==> src/rtl/median_filter_stream_pkg.sv <==
// -----------------------------------------------------------------------------
// median_filter_pkg: shared state enum, counter-width helper, default length.
// Rev 1.0
// -----------------------------------------------------------------------------
`default_nettype none

package median_filter_pkg;

  typedef enum logic [1:0] {
    IDLE  = 2'd0,
    RUN   = 2'd1,
    DRAIN = 2'd2,
    DONE  = 2'd3
  } state_e;

  localparam int C_LEN_DEFAULT = 8533;

  // Counter must be able to hold LEN itself, not just LEN-1.
  function automatic int cnt_width(input int len);
    return (len < 1) ? 1 : $clog2(len + 1);
  endfunction

endpackage

`default_nettype wire

==> src/rtl/median_filter_stream_if.sv <==
// -----------------------------------------------------------------------------
// median_filter_stream_if: control, input stream and output stream of the filter.
// Rev 1.0
// -----------------------------------------------------------------------------
`default_nettype none

interface median_filter_stream_if #(
  parameter int WIDTH = 32
);
  logic             start;
  logic [WIDTH-1:0] in_data;
  logic             in_valid;
  logic             in_ready;
  logic [WIDTH-1:0] out_data;
  logic             out_valid;
  logic             out_ready;
  logic             done;

  modport master (
    output start, in_data, in_valid, out_ready,
    input  in_ready, out_data, out_valid, done
  );

  modport slave (
    input  start, in_data, in_valid, out_ready,
    output in_ready, out_data, out_valid, done
  );
endinterface

`default_nettype wire

==> src/rtl/median_filter_stream_median3_sort.sv <==
// -----------------------------------------------------------------------------
// median3_sort: combinational median of three; MEDIAN_FILTER_SIGNED_EN selects
// two's-complement compare. Rev 1.0
// -----------------------------------------------------------------------------
`default_nettype none

module median3_sort
  import median_filter_pkg::*;
#(
  parameter int WIDTH = 32
) (
  input  logic [WIDTH-1:0] a,
  input  logic [WIDTH-1:0] b,
  input  logic [WIDTH-1:0] c,
  output logic [WIDTH-1:0] med
);

  logic ab_gt;
  logic ac_gt;
  logic bc_gt;

`ifdef MEDIAN_FILTER_SIGNED_EN
  assign ab_gt = $signed(a) > $signed(b);
  assign ac_gt = $signed(a) > $signed(c);
  assign bc_gt = $signed(b) > $signed(c);
`else
  assign ab_gt = a > b;
  assign ac_gt = a > c;
  assign bc_gt = b > c;
`endif

  // a sits between b and c when it beats exactly one of them; otherwise b
  // does when the a/b and b/c orderings agree, else c is the middle value.
  always_comb begin
    med = c;
    if (ab_gt != ac_gt) begin
      med = a;
    end else if (ab_gt == bc_gt) begin
      med = b;
    end
  end

endmodule

`default_nettype wire

==> src/rtl/median_filter_stream.sv <==
// -----------------------------------------------------------------------------
// median_filter_stream: streaming 3-tap median with edge replication, LEN samples
// per start. Optional macro MEDIAN_FILTER_SIGNED_EN (signed compare). Rev 1.0
// -----------------------------------------------------------------------------
`default_nettype none

module median_filter_stream
  import median_filter_pkg::*;
#(
  parameter int WIDTH = 32,
  parameter int LEN   = C_LEN_DEFAULT
) (
  input  logic                   clk,
  input  logic                   rst_n,
  median_filter_stream_if.slave  bus
);

  localparam int              CNT_W      = cnt_width(LEN);
  localparam logic [CNT_W-1:0] C_CNT_LAST = CNT_W'(LEN - 1);

  state_e             state_q, state_d;
  logic [WIDTH-1:0]   prev_q, prev_d;
  logic [WIDTH-1:0]   cur_q, cur_d;
  logic [CNT_W-1:0]   cnt_q, cnt_d;
  logic [WIDTH-1:0]   out_data_q, out_data_d;
  logic               out_valid_q, out_valid_d;

  logic               slot_free;
  logic               in_ready;
  logic               accept;
  logic               load;
  logic [WIDTH-1:0]   med_c;
  logic [WIDTH-1:0]   med;

  assign slot_free = !out_valid_q || bus.out_ready;
  assign in_ready  = (state_q == RUN) && slot_free;
  assign accept    = bus.in_valid && in_ready;

  // In DRAIN the missing right neighbour is the replicated last sample.
  assign med_c = (state_q == DRAIN) ? cur_q : bus.in_data;

  median3_sort #(
    .WIDTH (WIDTH)
  ) u_median3_sort (
    .a   (prev_q),
    .b   (cur_q),
    .c   (med_c),
    .med (med)
  );

  always_comb begin
    state_d     = state_q;
    prev_d      = prev_q;
    cur_d       = cur_q;
    cnt_d       = cnt_q;
    out_data_d  = out_data_q;
    out_valid_d = out_valid_q;
    load        = 1'b0;

    case (state_q)
      IDLE: begin
        if (bus.start) begin
          state_d = RUN;
          cnt_d   = '0;
        end
      end
      RUN: begin
        if (accept) begin
          cnt_d = cnt_q + CNT_W'(1);
          cur_d = bus.in_data;
          // First sample fills both taps so the left edge is replicated.
          if (cnt_q == '0) begin
            prev_d = bus.in_data;
          end else begin
            prev_d = cur_q;
            load   = 1'b1;
          end
          if (cnt_q == C_CNT_LAST) begin
            state_d = DRAIN;
          end
        end
      end
      DRAIN: begin
        if (slot_free) begin
          load    = 1'b1;
          state_d = DONE;
        end
      end
      DONE: begin
        if (bus.start) begin
          state_d = RUN;
          cnt_d   = '0;
        end
      end
      default: begin
        state_d = IDLE;
      end
    endcase

    if (load) begin
      out_valid_d = 1'b1;
      out_data_d  = med;
    end else if (bus.out_ready) begin
      out_valid_d = 1'b0;
    end
  end

  always_ff @(posedge clk or negedge rst_n) begin
    if (!rst_n) begin
      state_q     <= IDLE;
      prev_q      <= '0;
      cur_q       <= '0;
      cnt_q       <= '0;
      out_data_q  <= '0;
      out_valid_q <= 1'b0;
    end else begin
      state_q     <= state_d;
      prev_q      <= prev_d;
      cur_q       <= cur_d;
      cnt_q       <= cnt_d;
      out_data_q  <= out_data_d;
      out_valid_q <= out_valid_d;
    end
  end

  assign bus.in_ready  = in_ready;
  assign bus.out_data  = out_data_q;
  assign bus.out_valid = out_valid_q;
  assign bus.done      = (state_q == DONE) && !out_valid_q;

endmodule

`default_nettype wire

==> src/flat_wrapper.sv <==
// flat-port wrapper written by rule: the top's interface ports become plain ports
module median_filter_stream_flat import median_filter_pkg::*;
#(
  parameter int WIDTH = 32,
  parameter int LEN   = C_LEN_DEFAULT
)
  (clk, rst_n, bus_start, bus_in_data, bus_in_valid, bus_out_ready, bus_in_ready, bus_out_data, bus_out_valid, bus_done);
  median_filter_stream_if #(.WIDTH(WIDTH)) bus_i ();
  input  logic clk;
  input  logic rst_n;
  input wire logic [$bits(bus_i.start)-1:0] bus_start;
  input wire logic [$bits(bus_i.in_data)-1:0] bus_in_data;
  input wire logic [$bits(bus_i.in_valid)-1:0] bus_in_valid;
  input wire logic [$bits(bus_i.out_ready)-1:0] bus_out_ready;
  output wire logic [$bits(bus_i.in_ready)-1:0] bus_in_ready;
  output wire logic [$bits(bus_i.out_data)-1:0] bus_out_data;
  output wire logic [$bits(bus_i.out_valid)-1:0] bus_out_valid;
  output wire logic [$bits(bus_i.done)-1:0] bus_done;
  assign bus_i.start = bus_start;
  assign bus_i.in_data = bus_in_data;
  assign bus_i.in_valid = bus_in_valid;
  assign bus_i.out_ready = bus_out_ready;
  assign bus_in_ready = bus_i.in_ready;
  assign bus_out_data = bus_i.out_data;
  assign bus_out_valid = bus_i.out_valid;
  assign bus_done = bus_i.done;
  median_filter_stream #(.WIDTH(WIDTH), .LEN(LEN)) u_core (.clk(clk), .rst_n(rst_n), .bus(bus_i));
endmodule
==> config.mk <==
export PLATFORM = sky130hd
export DESIGN_NAME = median_filter_stream_flat
export DESIGN_NICKNAME = d
export VERILOG_FILES = /design/src/rtl/median_filter_stream_pkg.sv /design/src/rtl/median_filter_stream_if.sv /design/src/rtl/median_filter_stream_median3_sort.sv /design/src/rtl/median_filter_stream.sv /design/src/flat_wrapper.sv
export SDC_FILE = /design/constraint.sdc
export NUM_CORES = 1
export LEC_CHECK = 0
export BUFFER_PORTS_ARGS = -buffer_cell sky130_fd_sc_hd__buf_4
export CAP_MARGIN = 20
export CELL_PAD_IN_SITES_DETAIL_PLACEMENT = 0
export CELL_PAD_IN_SITES_GLOBAL_PLACEMENT = 1
export CORE_ASPECT_RATIO = 2
export CORE_UTILIZATION = 43
export DETAILED_ROUTE_END_ITERATION = 10
export PLACE_DENSITY_LB_ADDON = 0.1
export SLEW_MARGIN = 10
export SYNTH_ARGS = -nofsm -noshare
export SYNTH_HDL_FRONTEND = slang
export SYNTH_SLANG_ARGS = --single-unit
==> constraint.sdc <==
create_clock -name clk -period 3.85 [get_ports clk]
set_input_delay 0.5775 -clock clk [delete_from_list [all_inputs] [get_ports clk]]
set_output_delay 0.5775 -clock clk [all_outputs]
set_load 0.02 [all_outputs]
==> results.cfg <==
[run]
maxCapViolations = 0

[logic_synthesis]
yosysTopAreaCell = dfrtp_1
synthesis.nets = 962
yosys.area.top_type_share = 0.348
synth_mux_area_frac = 0.162
synthCells = 827
synth_xor_area_frac = 0.0117
synth_cell_types = 56
ys_warn_count = 0
synthTopCellsByArea = dfrtp_1, ha_1, mux2_2
synthSimpleGateAreaFrac = 0.128
synth_edf_count = 0
ys.flop_type = dfrtp_1
yosysSeqAreaShare = 0.348
synth_compound_area_frac = 0.157
ys_seq_elements = 113
synthArstFlopShare = 1.00
synth_top_family_by_area = multiplexers
postSynthAreaPerCell_um2 = 9.83
synth-adder-area-share = 0.151
synth.cell_area_um2 = 8130

[cells_and_area]
diodes = 0
drive_gt1_frac = 0.270
fin_area_um2 = 9850
mostFrequentLayoutCell = nand2_1
syn_to_final_growth_pct = 21.2
layout_common_cells = nand2_1, dfrtp_1, buf_4, ha_1, mux2_2
nets = 1062

[cts]
numClockSinks = 113
clk_pin_slew_ns = 0.05
cts-buffers-inserted = 17
cts.htree.levels = 4
clock_latency_ns = 0.42
cts_tree = yes
cts_root_buf = clkbuf_16
holdBufCountCts = 0
clock_path_buffers = 2

[place]
finalWeightedCongestion = 0.817
port_buffers = 71
hpwl_um = 16700
placed_area_um2 = 9190

[global_routing]
use_met2 = 0.463
grt.busiest_layer = met2
grt_max_degree = 98
grt_pass1_wl_um = 36600
met1_usage = 0.248
grt_overflow_total = 0
grt_antenna_before_repair = 0
use_met3 = 0.0422
grt_pass1_vias = 7156
grt_usage = 0.245

[sta]
setup_tns_ns = 0
final-hold-violation-count = 0
finalCritPeriodShare = 0.959
slew_violations = 0
fmaxAchievable_ghz = 0.271
fin_skew_ns = 0.00524
slew_headroom = 0.302
finalSetupViolCount = 0
period_minus_slack_ns = 3.69
worst_pin_slew_ns = 1.05

[floorplanning]
core_area_um2 = 18400
start_util = 0.442
io_pins = 72
fp-row-count = 70
die_w_um = 99.2
die_h_um = 196
die-area_um2 = 19500

[worst_setup_path]
cp_max_fo = 18
r2r_cells = 15
end_kind = flop
worstSetupPathType = reg -> reg
worst_ep_arrival_time_ns = 4.03
r2r-start = u_core.state_q[0]
r2r_end = u_core.bus.out_data[30]
worst_ep_required_time_ns = 4.19
rrSetupSlack_ns = 0.16
cp-start-kind = flop

[routing]
vias = 6670
antenna_left = 0
viasPerCell = 5.77
wl_um = 22200
first_pass_iters = 4
drt-initial-drc-count = 243
drcViolationCount = 0
routedWlPerCell_um = 19.2

[hold_path]
hold_class = in -> async

[outcome]
status = finished, final reports clean
==> layer usage <==
layer	part of all wire	wire length, um
met5	0	0
met4	0.047	1040
met3	0.023	517
met2	0.56	12500
met1	0.37	8200
==> critical path, stage by stage (launching register included) <==
cell and delay, ns:
dfrtp_1 0.38, inv_1 0.10, ha_4 0.23, buf_12 0.15, buf_12 0.15, mux2i_4 0.24
ha_1 0.26, and4_1 0.22, a221o_1 0.32, a221o_1 0.31, o21ai_2 0.16, a21oi_2 0.12
xnor2_4 0.22, buf_12 0.22, mux2_2 0.37, o221ai_2 0.16
==> per-stage QoR <==
| stage | utilization | hold slack (ns) | instances | setup slack (ns) |
|---|---|---|---|---|
| 2_1_floorplan | - | 0.282 | 827 | 0.00325 |
| 3_3_place_gp | 0.499 | 0.479 | 1120 | -0.151 |
| 3_5_place_dp | 0.499 | 0.472 | 1120 | -0.246 |
| 4_1_cts | 0.532 | 0.290 | 1152 | 0.0510 |
| 5_1_grt | 0.536 | 0.320 | 1156 | -0.00634 |
| 6_report | 0.536 | 0.231 | 1156 | 0.156 |
==> cell families (layout without fill, tap and decap cells) <==
kind of cell               Yosys count  count (layout)
adders and majority gates           98              98
xor gates and xnor gates            10              10
muxes                              124             124
and+or+nand+nor                    231             231
DFF                                113             113
buffers and inverters               83             196
AOI/OAI and AO/OA                  168             168
==> flip-flops by register name, indices dropped and copies added, names as in the netlist <==
name	flops
u_core.bus.out_data	32
u_core.cur_q	32
u_core.prev_q	32
u_core.cnt_q	14
u_core.state_q	2
u_core.bus.out_valid	1
==> area by class of cell <==
| class | instances | area, um^2 |
|---|---|---|
| flip-flops and latches | 113 | 2830 |
| clock inverters | 4 | 45.0 |
| multi-input cells | 631 | 5030 |
| clock buffers | 28 | 537 |
| well taps | 216 | 270 |
| inverters | 47 | 176 |
| fillers | 1674 | 8540 |
| repair buffers | 117 | 966 |
==> how the worst max path moves through the flow <==
stage                                         end  depth (start not counted)  slack, ns         startpoint
after detailed placement  u_core.bus.out_data[30]                         15      -0.25  u_core.state_q[0]
after global routing       u_core.bus.out_data[1]                         16     -0.006  u_core.state_q[0]
after global placement    u_core.bus.out_data[27]                         15      -0.15  u_core.state_q[0]
after floorplan           u_core.bus.out_data[29]                         16      0.003  u_core.state_q[0]
final                     u_core.bus.out_data[30]                         15       0.16  u_core.state_q[0]
after CTS                 u_core.bus.out_data[30]                         15       0.05  u_core.state_q[0]
==> Yosys cell counts, types with 2 or more instances <==
cell type	n
a211oi_1	6
a21o_1	12
a21oi_1	38
a221o_1	2
a221oi_1	2
and3_1	3
and4_1	5
buf_1	5
buf_2	5
buf_6	4
clkbuf_1	22
dfrtp_1	113
ha_1	98
inv_1	46
mux2_2	62
mux2i_1	62
nand2_1	133
nand3_1	17
nand4_1	15
nor2_1	23
nor2b_1	7
nor3_1	12
nor4_1	2
o211ai_1	2
o21ai_0	57
o221ai_2	30
o31ai_1	3
or3_1	6
xnor2_1	2
xor2_1	7
==> what timing repair did <==
| action | 4_1_cts | 5_1_grt |
|---|---|---|
| setup endpoints to repair | 32 | 32 |
| buffers inserted | 0 | 4 |
| gates resized for setup | 2 | 7 |
Power is not shown: default switching activity piles up to over one toggle a cycle in this logic, so the estimate is an artifact.
